**src/rtl/motorb_dense_seq_mac_if.sv**
```systemverilog
// Bundles the ap_* handshake, activation/result vectors and the weight ROM port of the motorB dense layer.
// slave is the layer's view; master is the controller/ROM side that drives start, activations and ROM data.
interface motorb_dense_seq_mac_if #(
  parameter int N_IN  = 9,
  parameter int N_OUT = 9,
  parameter int AW    = 7
);
  logic                  ap_start;
  logic                  ap_idle;
  logic                  ap_ready;
  logic                  ap_done;
  logic [32*N_IN-1:0]    in_data;
  logic [AW-1:0]         rom_addr;
  logic                  rom_ce;
  logic [31:0]           rom_q;
  logic [32*N_OUT-1:0]   ap_return;

  modport slave (
    input  ap_start, in_data, rom_q,
    output ap_idle, ap_ready, ap_done, rom_addr, rom_ce, ap_return
  );

  modport master (
    output ap_start, in_data, rom_q,
    input  ap_idle, ap_ready, ap_done, rom_addr, rom_ce, ap_return
  );
endinterface

```
**src/rtl/motorb_dense_seq_mac.sv**
```systemverilog
// Time-multiplexed fully-connected layer: one MAC walks bias+weights from ROM, one neuron after another.
// Optional macro MOTORB_DENSE_SAT_EN saturates each result to 32 bits instead of wrapping.
module motorb_dense_seq_mac #(
  parameter int N_IN  = 9,
  parameter int N_OUT = 9,
  parameter int FRAC  = 24,
  parameter int AW    = 7
) (
  input logic                   ap_clk,
  input logic                   ap_rst,
  motorb_dense_seq_mac_if.slave bus
);

  localparam int T  = N_OUT * (N_IN + 1);
  localparam int IW = $clog2(N_IN + 1);
  localparam int NW = $clog2(N_OUT + 1);

  typedef enum logic [1:0] {S_IDLE, S_RUN, S_DRAIN, S_DONE} state_t;

  state_t                    state_q, state_d;
  logic [AW-1:0]             rom_addr_q, rom_addr_d;
  logic                      rom_ce_q, rom_ce_d;
  logic                      rom_vld_q, rom_vld_d;
  logic [32*N_IN-1:0]        x_lat_q, x_lat_d;
  logic [32*N_IN-1:0]        x_cur_q, x_cur_d;
  logic [IW-1:0]             in_idx_q, in_idx_d;
  logic [NW-1:0]             neu_idx_q, neu_idx_d;
  logic signed [67:0]        acc_q, acc_d;
  logic [32*N_OUT-1:0]       ret_q, ret_d;

  logic                      accept;
  logic signed [63:0]        x_ext;
  logic signed [63:0]        w_ext;
  logic signed [63:0]        prod;
  logic signed [67:0]        bias_ext;
  logic signed [67:0]        sum;
  logic [31:0]               res;
`ifdef MOTORB_DENSE_SAT_EN
  logic signed [67:0]        shifted;
  localparam logic signed [67:0] SAT_MAX = 68'sd2147483647;
  localparam logic signed [67:0] SAT_MIN = -68'sd2147483648;
`endif

  assign accept = (state_q == S_IDLE) && bus.ap_start;

  // Fetch side: one ROM read per RUN cycle, data returns on the following cycle (rom_vld).
  always_comb begin
    state_d    = state_q;
    rom_addr_d = rom_addr_q;
    rom_ce_d   = 1'b0;
    rom_vld_d  = rom_ce_q;
    case (state_q)
      S_IDLE: begin
        if (bus.ap_start) begin
          state_d    = S_RUN;
          rom_ce_d   = 1'b1;
          rom_addr_d = '0;
        end
      end
      S_RUN: begin
        if (rom_addr_q == AW'(T - 1)) begin
          state_d = S_DRAIN;
        end else begin
          rom_ce_d   = 1'b1;
          rom_addr_d = rom_addr_q + AW'(1);
        end
      end
      S_DRAIN: state_d = S_DONE;
      S_DONE:  state_d = S_IDLE;
      default: state_d = S_IDLE;
    endcase
  end

  assign x_ext    = {{32{x_cur_q[31]}}, x_cur_q[31:0]};
  assign w_ext    = {{32{bus.rom_q[31]}}, bus.rom_q};
  assign prod     = x_ext * w_ext;
  assign bias_ext = {{36{bus.rom_q[31]}}, bus.rom_q};
  assign sum      = acc_q + {{4{prod[63]}}, prod};

`ifdef MOTORB_DENSE_SAT_EN
  always_comb begin
    shifted = sum >>> FRAC;
    if (shifted > SAT_MAX) begin
      res = 32'h7FFF_FFFF;
    end else if (shifted < SAT_MIN) begin
      res = 32'h8000_0000;
    end else begin
      res = shifted[31:0];
    end
  end
`else
  assign res = sum[FRAC+31:FRAC];
`endif

  // Accumulate side: in_idx 0 is the bias slot, 1..N_IN the weights; the working copy of the
  // activations is reloaded at each bias and shifted down one word per weight.
  always_comb begin
    x_lat_d   = x_lat_q;
    x_cur_d   = x_cur_q;
    in_idx_d  = in_idx_q;
    neu_idx_d = neu_idx_q;
    acc_d     = acc_q;
    ret_d     = ret_q;
    if (accept) begin
      x_lat_d   = bus.in_data;
      in_idx_d  = '0;
      neu_idx_d = '0;
    end else if (rom_vld_q) begin
      if (in_idx_q == '0) begin
        acc_d    = bias_ext <<< FRAC;
        x_cur_d  = x_lat_q;
        in_idx_d = IW'(1);
      end else begin
        acc_d   = sum;
        x_cur_d = x_cur_q >> 32;
        if (in_idx_q == IW'(N_IN)) begin
          in_idx_d  = '0;
          neu_idx_d = neu_idx_q + NW'(1);
          for (int j = 0; j < N_OUT; j++) begin
            if (neu_idx_q == NW'(j)) begin
              ret_d[32*j +: 32] = res;
            end
          end
        end else begin
          in_idx_d = in_idx_q + IW'(1);
        end
      end
    end
  end

  always_ff @(posedge ap_clk) begin
    if (ap_rst) begin
      state_q    <= S_IDLE;
      rom_addr_q <= '0;
      rom_ce_q   <= 1'b0;
      rom_vld_q  <= 1'b0;
      x_lat_q    <= '0;
      x_cur_q    <= '0;
      in_idx_q   <= '0;
      neu_idx_q  <= '0;
      acc_q      <= '0;
      ret_q      <= '0;
    end else begin
      state_q    <= state_d;
      rom_addr_q <= rom_addr_d;
      rom_ce_q   <= rom_ce_d;
      rom_vld_q  <= rom_vld_d;
      x_lat_q    <= x_lat_d;
      x_cur_q    <= x_cur_d;
      in_idx_q   <= in_idx_d;
      neu_idx_q  <= neu_idx_d;
      acc_q      <= acc_d;
      ret_q      <= ret_d;
    end
  end

  assign bus.ap_idle   = (state_q == S_IDLE);
  assign bus.ap_done   = (state_q == S_DONE);
  assign bus.ap_ready  = (state_q == S_DONE);
  assign bus.rom_addr  = rom_addr_q;
  assign bus.rom_ce    = rom_ce_q;
  assign bus.ap_return = ret_q;

endmodule
```
**src/flat_wrapper.sv**
```systemverilog
// flat-port wrapper written by rule: the top's interface ports become plain ports
module motorb_dense_seq_mac_flat 
#(
  parameter int N_IN  = 9,
  parameter int N_OUT = 9,
  parameter int FRAC  = 24,
  parameter int AW    = 7
)
  (ap_clk, ap_rst, bus_ap_start, bus_in_data, bus_rom_q, bus_ap_idle, bus_ap_ready, bus_ap_done, bus_rom_addr, bus_rom_ce, bus_ap_return);
  motorb_dense_seq_mac_if #(.N_IN(N_IN), .N_OUT(N_OUT), .AW(AW)) bus_i ();
  input logic ap_clk;
  input logic ap_rst;
  input wire logic [$bits(bus_i.ap_start)-1:0] bus_ap_start;
  input wire logic [$bits(bus_i.in_data)-1:0] bus_in_data;
  input wire logic [$bits(bus_i.rom_q)-1:0] bus_rom_q;
  output wire logic [$bits(bus_i.ap_idle)-1:0] bus_ap_idle;
  output wire logic [$bits(bus_i.ap_ready)-1:0] bus_ap_ready;
  output wire logic [$bits(bus_i.ap_done)-1:0] bus_ap_done;
  output wire logic [$bits(bus_i.rom_addr)-1:0] bus_rom_addr;
  output wire logic [$bits(bus_i.rom_ce)-1:0] bus_rom_ce;
  output wire logic [$bits(bus_i.ap_return)-1:0] bus_ap_return;
  assign bus_i.ap_start = bus_ap_start;
  assign bus_i.in_data = bus_in_data;
  assign bus_i.rom_q = bus_rom_q;
  assign bus_ap_idle = bus_i.ap_idle;
  assign bus_ap_ready = bus_i.ap_ready;
  assign bus_ap_done = bus_i.ap_done;
  assign bus_rom_addr = bus_i.rom_addr;
  assign bus_rom_ce = bus_i.rom_ce;
  assign bus_ap_return = bus_i.ap_return;
  motorb_dense_seq_mac #(.N_IN(N_IN), .N_OUT(N_OUT), .FRAC(FRAC), .AW(AW)) u_core (.ap_clk(ap_clk), .ap_rst(ap_rst), .bus(bus_i));
endmodule
```
**config.mk**
```make
export PLATFORM = sky130hd
export DESIGN_NAME = motorb_dense_seq_mac_flat
export DESIGN_NICKNAME = d
export VERILOG_FILES = /design/src/rtl/motorb_dense_seq_mac_if.sv /design/src/rtl/motorb_dense_seq_mac.sv /design/src/flat_wrapper.sv
export SDC_FILE = /design/constraint.sdc
export NUM_CORES = 2
export LEC_CHECK = 0
export CAP_MARGIN = 40
export CELL_PAD_IN_SITES_DETAIL_PLACEMENT = 1
export CELL_PAD_IN_SITES_GLOBAL_PLACEMENT = 1
export CORE_MARGIN = 4
export CORE_UTILIZATION = 25
export DETAILED_ROUTE_END_ITERATION = 10
export GPL_TIMING_DRIVEN = 0
export MAX_ROUTING_LAYER = met4
export PLACE_DENSITY_LB_ADDON = 0.25
export RECOVER_POWER = 100
export SYNTH_ARGS = -nofsm -noshare
export SYNTH_HDL_FRONTEND = slang
export SYNTH_SLANG_ARGS = --single-unit
```
**constraint.sdc**
```tcl
create_clock -name ap_clk -period 22.2 [get_ports ap_clk]
set_input_delay 4.44 -clock ap_clk [delete_from_list [all_inputs] [get_ports ap_clk]]
set_output_delay 4.44 -clock ap_clk [all_outputs]
set_load 0.01 [all_outputs]
```
Word level (Yosys, flattened, before mapping) --
Index checks and enable logic that the tools add are counted.
Storage, ports and cells: flip-flop bits (word level) 951, output and inout bits 299
Cells by class: $mul 1, add/subtract/negate cells 4, equal/unequal tests 16, mux-type cells 13, reductions and logical operators 19, bitwise operators 2
Operators by type and width (count):
- 288-bit 2-to-1 mux | 1
- 68-bit adder | 1
- 68-bit 2-to-1 mux | 1
- 32-bit by 32-bit multiplier with 64-bit output | 1
- 5-bit AND reduction | 9
- 4-bit by 3-bit == test with 1-bit output (second input constant) | 4
- 7-bit 2-to-1 mux | 2
- 7-bit one-hot mux with 2 select lines | 1
- 4-bit by 1-bit adder with 4-bit output (second input constant) | 2
- 4-bit by 2-bit == test with 1-bit output (second input constant) | 2
- 4-bit == test (second input constant) | 2
- 4-bit zero test | 2
- 4-bit 2-to-1 mux | 2
- 2-bit one-hot mux with 4 select lines | 1
- 7-bit by 1-bit adder with 7-bit output (second input constant) | 1
- 7-bit == test (second input constant) | 1
- 3-bit AND reduction | 2
- 2-bit == test (second input constant) | 2
- 4-bit by 1-bit == test with 1-bit output (second input constant) | 1
- 2-bit 2-to-1 mux | 2
- 2-bit inequality test (second input constant) | 2
- 2-bit AND reduction | 2
- 2-bit by 1-bit == test with 1-bit output (second input constant) | 1
- 2-bit zero test | 1
- 7 further kinds | 9

Logic depth before layout (Yosys ltp) --
depth after elaboration 4, depth in mapped cells 40, gate-level depth less buffers 37

Worst setup path after synthesis --
OpenSTA, ideal clock, no wires.
path type input -> register, from input bus_rom_q[2], to register u_core.ret_q[255] (netlist: u_core.bus.ap_return[255]), setup time 137 ps, slack 8820 ps, stages 36, arrival 13243 ps, data required time 22063 ps, cells stage by stage clkbuf_1 -> and2_1 -> fa_1 -> fa_1 -> inv_1 -> fa_1 -> fa_1 -> inv_1 -> fa_1 -> inv_1 -> fa_1 -> inv_1 -> fa_1 -> fa_1 -> ha_1 -> clkbuf_1 -> o21ai_0 -> a221o_1 -> a2111o_1 -> a31o_2 -> a21bo_2 -> a21oi_1 -> o21a_1 -> nor2_1 -> xnor2_1 -> ha_1 -> and2_1 -> and3_1 -> o21a_1 -> a21bo_2 -> o2111ai_2 -> nand2_1 -> a221oi_2 -> xnor2_2 -> xor2_2 -> a211oi_1
Between the ends: cells in the longest elaborated chain, start to end 2
RTL lines:
- from (decl) | RTL line flat_wrapper.sv:15 | input wire logic [$bits(bus_i.rom_q)-1:0] bus_rom_q;
- 32-bit by 32-bit multiplier with 64-bit output | RTL line motorb_dense_seq_mac.sv:76 | assign prod = x_ext * w_ext;
- 68-bit adder | RTL line motorb_dense_seq_mac.sv:78 | assign sum = acc_q + {{4{prod[63]}}, prod};
- to (signal assigned) | RTL line motorb_dense_seq_mac.sv:153 | ret_q <= ret_d;
- to (decl) | RTL line motorb_dense_seq_mac.sv:29 | logic [32*N_OUT-1:0] ret_q, ret_d;
Every way passes these cells. A chain may end at the register's enable or synchronous reset.

Worst setup path after layout --
from input bus_rom_q[6], to register u_core.ret_q[248] (netlist: u_core.bus.ap_return[248])
Same word-level chain as after synthesis.

==> reports/metrics.yaml <==
status:
  status: "finished with violations"
  violations: "capacitance limit, slew limit"
sta:
  layout_min_cycle_time_ns: 17.51
  relSlewSlack_pct: -11.2
  final-hold-violation-count: 0
  tightest_slew_ns: 1.67
  final.setup.tns_ns: 0
  setup_viol: 0
  rsz0062_at_grt: "false"
  min_period_over_period_pct: 78.9
  finalClockSkew_ns: 0.0362
  slew_violations: 33
  fmax_ghz: 0.0571
route:
  first_pass_iters: 6
  antenna_left: 0
  wl_per_cell_um: 26.3
  post-route-drc-count: 0
  viasPerCell: 4.80
  drt-initial-drc-count: 4002
  wl_um: 346000
  vias: 63124
logic_synthesis:
  netlist_instances: 8428
  yosysWarningCount: 0
  synth_top_family_by_area: "adder cells"
  synth_top_cells_by_area: "fa_1 (28%), dfxtp_1 (26%), nand2_1 (11%), inv_1 (4.8%), a21oi_1 (4.6%)"
  synth_top_area_cell: "fa_1"
  synth_fa_ha_area_share_pct: 32.0
  synth_top_area_share_pct: 27.7
  synth-compound-area-share_pct: 11.9
  yosysUniqueCellTypes: 87
  synth.cell_area_mm2: 0.0712
  yosys.area_share.simple_pct: 19.9
  syn_avg_cell_area_um2: 8.45
  synth_edf_count: 0
  synth-seq-area-share_pct: 26.4
  ys_ff_latch: 939
  synth-xor-area-share_pct: 1.72
  syn_nets: 9980
  synth-main-ff-cell: "dfxtp_1"
  synthArstFlopShare_pct: 0
  synthMuxAreaShare_pct: 0.0141
global_route:
  antenna_found_initial: 52
  grt_pass1_vias: 68800
  grt_max_degree: 16
  grt_util_all_layers_pct: 23.9
  grt_pass1_wl_um: 498000
  gr-total-overflow: 0
cells_and_area:
  area_growth_pct: 22.3
  nFillCells: 33255
  final_nets: 10846
  drive_gt1_share_pct: 3.35
worst_hold_path:
  whs_path_depth: 2
  hold_end: "u_core.bus.ap_return[156]"
  worst_hold_startpoint: "u_core.bus.ap_return[156]"
  hp-class: "flop to flop"
setup_path:
  cp_common_cell: "fa_1"
  crit_arrival_ns: 18.12
  max_stage_delay_ns: 1.24
  end_kind: "flop"
  r2r_slack_ns: 8.47
  rr_startpoint: "u_core.x_cur_q[13]"
  r2r_cells: 34
  r2r_end: "u_core.bus.ap_return[248]"
  slowest_stage: "a2111oi_0"
  path_class: "input port to flop"
  crit_path_start_kind: "input port"
  critPathRequiredTime_ns: 22.81
  crit_fanout: 10
floorplan:
  die_w_um: 542
  start_util_pct: 25.2
  dieHeight_um: 542
  dieArea_mm2: 0.293
  row_count: 195
  core-area_mm2: 0.283
  io_pins: 622
clock_network:
  numCtsBuffers: 94
  post-cts-setup-buffers: 0
  cts_resized: 0
  cts_tree: "yes"
  clock_path_buffers: 3
  cts.htree.levels: 3
  ctsHoldBuffers: 0
  clk_latency_ns: 0.72
  path_clk_slew_ns: 0.07
  clock-sinks: 939
  clockRootBuffer: "clkbuf_16"
job:
  max-cap-violations: 4
place:
  place.port_buffers: 616
  dp_hpwl_um: 294000
  place.gp.congestion: 0.961
==> routing by layer <==
layer / vias to the layer above / track usage (%) / wire [µm]
met5: - / - / 0
met4: 0 / 6.91 / 11400
met3: 404 / 3.37 / 19700
met2: 1694 / 39.2 / 164000
met1: 32667 / 30.7 / 151000
li1: 28359 / - / -
==> logic make-up (layout without fill, tap and decap cells) <==
logic type,count (synthesis),after routing
flip-flops,939,939
multiplexers,1,1
other,0,35
AND/OR/NAND/NOR,3311,3311
AO/OA/AOI/OAI,1322,1322
XOR/XNOR,131,131
adder cells (fa/ha/maj),1229,1229
buffers and inverters,1495,2436
==> worst max-delay path: cells and delay by family <==
kind	cells	cell delay, ns
fa+ha+maj	10	4.99
compound gates	10	3.80
buf+inv	5	2.50
simple gates	8	1.38
xor+xnor	2	0.96
==> per-stage QoR <==
stage / util [%] / hold WS, ns / instance area, µm² / setup slack [ns] / std cells
after floorplan: - / 0.436 / 71200 / 8.82 / 8428
after CTS: 31.0 / 0.454 / 87700 / 6.03 / 13111
after detailed placement: 29.8 / 0.445 / 84400 / 5.36 / 12940
after global placement: 29.0 / 0.439 / 82000 / 3.88 / 12787
final: 30.8 / 0.452 / 87000 / 4.69 / 13147
after global routing: 30.8 / 0.471 / 87000 / 4.09 / 13139
==> registers in the layout (all words and copies together) (netlist names) <==
register,cells
u_core.bus.rom_ce,1
u_core.x_cur_q,288
u_core.in_idx_q,4
u_core.neu_idx_q,4
u_core.x_lat_q,288
u_core.acc_q,56
u_core.state_q,2
u_core.rom_vld_q,1
u_core.bus.rom_addr,7
u_core.bus.ap_return,288
==> layout by cell type (no fill, tap or decap), types with 31 or more instances in the layout <==
master / n
nand2_1: 2105
clkbuf_1: 612
nor2_1: 473
clkdlybuf4s50_1: 313
a22oi_1: 51
diode_2: 35
inv_1: 908
a211oi_1: 31
o21a_1: 40
a21oi_1: 655
ha_1: 245
nor2b_1: 33
dlygate4sd3_1: 305
dfxtp_1: 939
buf_8: 46
a311oi_1: 272
o21ai_0: 119
a21o_1: 37
fa_1: 984
nand3_1: 76
clkbuf_16: 95
xnor2_1: 79
buf_6: 58
xor2_1: 49
and2_1: 505
==> synthesized netlist by cell type, types with 40 or more instances <==
cell,instances
nor2_1,473
and2_1,510
xor2_1,44
nand3_1,76
o21a_1,40
a22oi_1,51
clkbuf_1,541
o21ai_0,106
inv_1,907
xnor2_1,78
a21oi_1,653
dfxtp_1,939
a311oi_1,271
nand2_1,2105
fa_1,984
ha_1,245
==> final cells by class <==
cell class	count	area [µm²]	share of cell area (%)
clock inverter	41	627	0.720
tap	3743	4680	5.38
inverter	909	3410	3.92
sequential	939	18800	21.6
timing repair buffer	770	7880	9.05
multi-input combinational	5994	46600	53.5
antenna	35	87.6	0.101
buffer	586	2290	2.63
clock buffer	130	2700	3.10
==> worst max-delay path by stage <==
| stage | start | end | slack (ns) | cells past startpoint |
|---|---|---|---|---|
| final | bus_rom_q[6] | u_core.bus.ap_return[248] | 4.69 | 35 |
| after global routing | bus_rom_q[4] | u_core.bus.ap_return[244] | 4.09 | 38 |
| after detailed placement | bus_rom_q[6] | u_core.bus.ap_return[20] | 5.36 | 35 |
| after floorplan | bus_rom_q[2] | u_core.bus.ap_return[255] | 8.82 | 36 |
| after global placement | bus_rom_q[10] | u_core.acc_q[47] | 3.88 | 35 |
| after CTS | bus_rom_q[6] | u_core.bus.ap_return[244] | 6.03 | 35 |
Power is left out: the tool's default activity adds up to more than one toggle a clock period on the data nets, which glitch-free logic cannot reach.
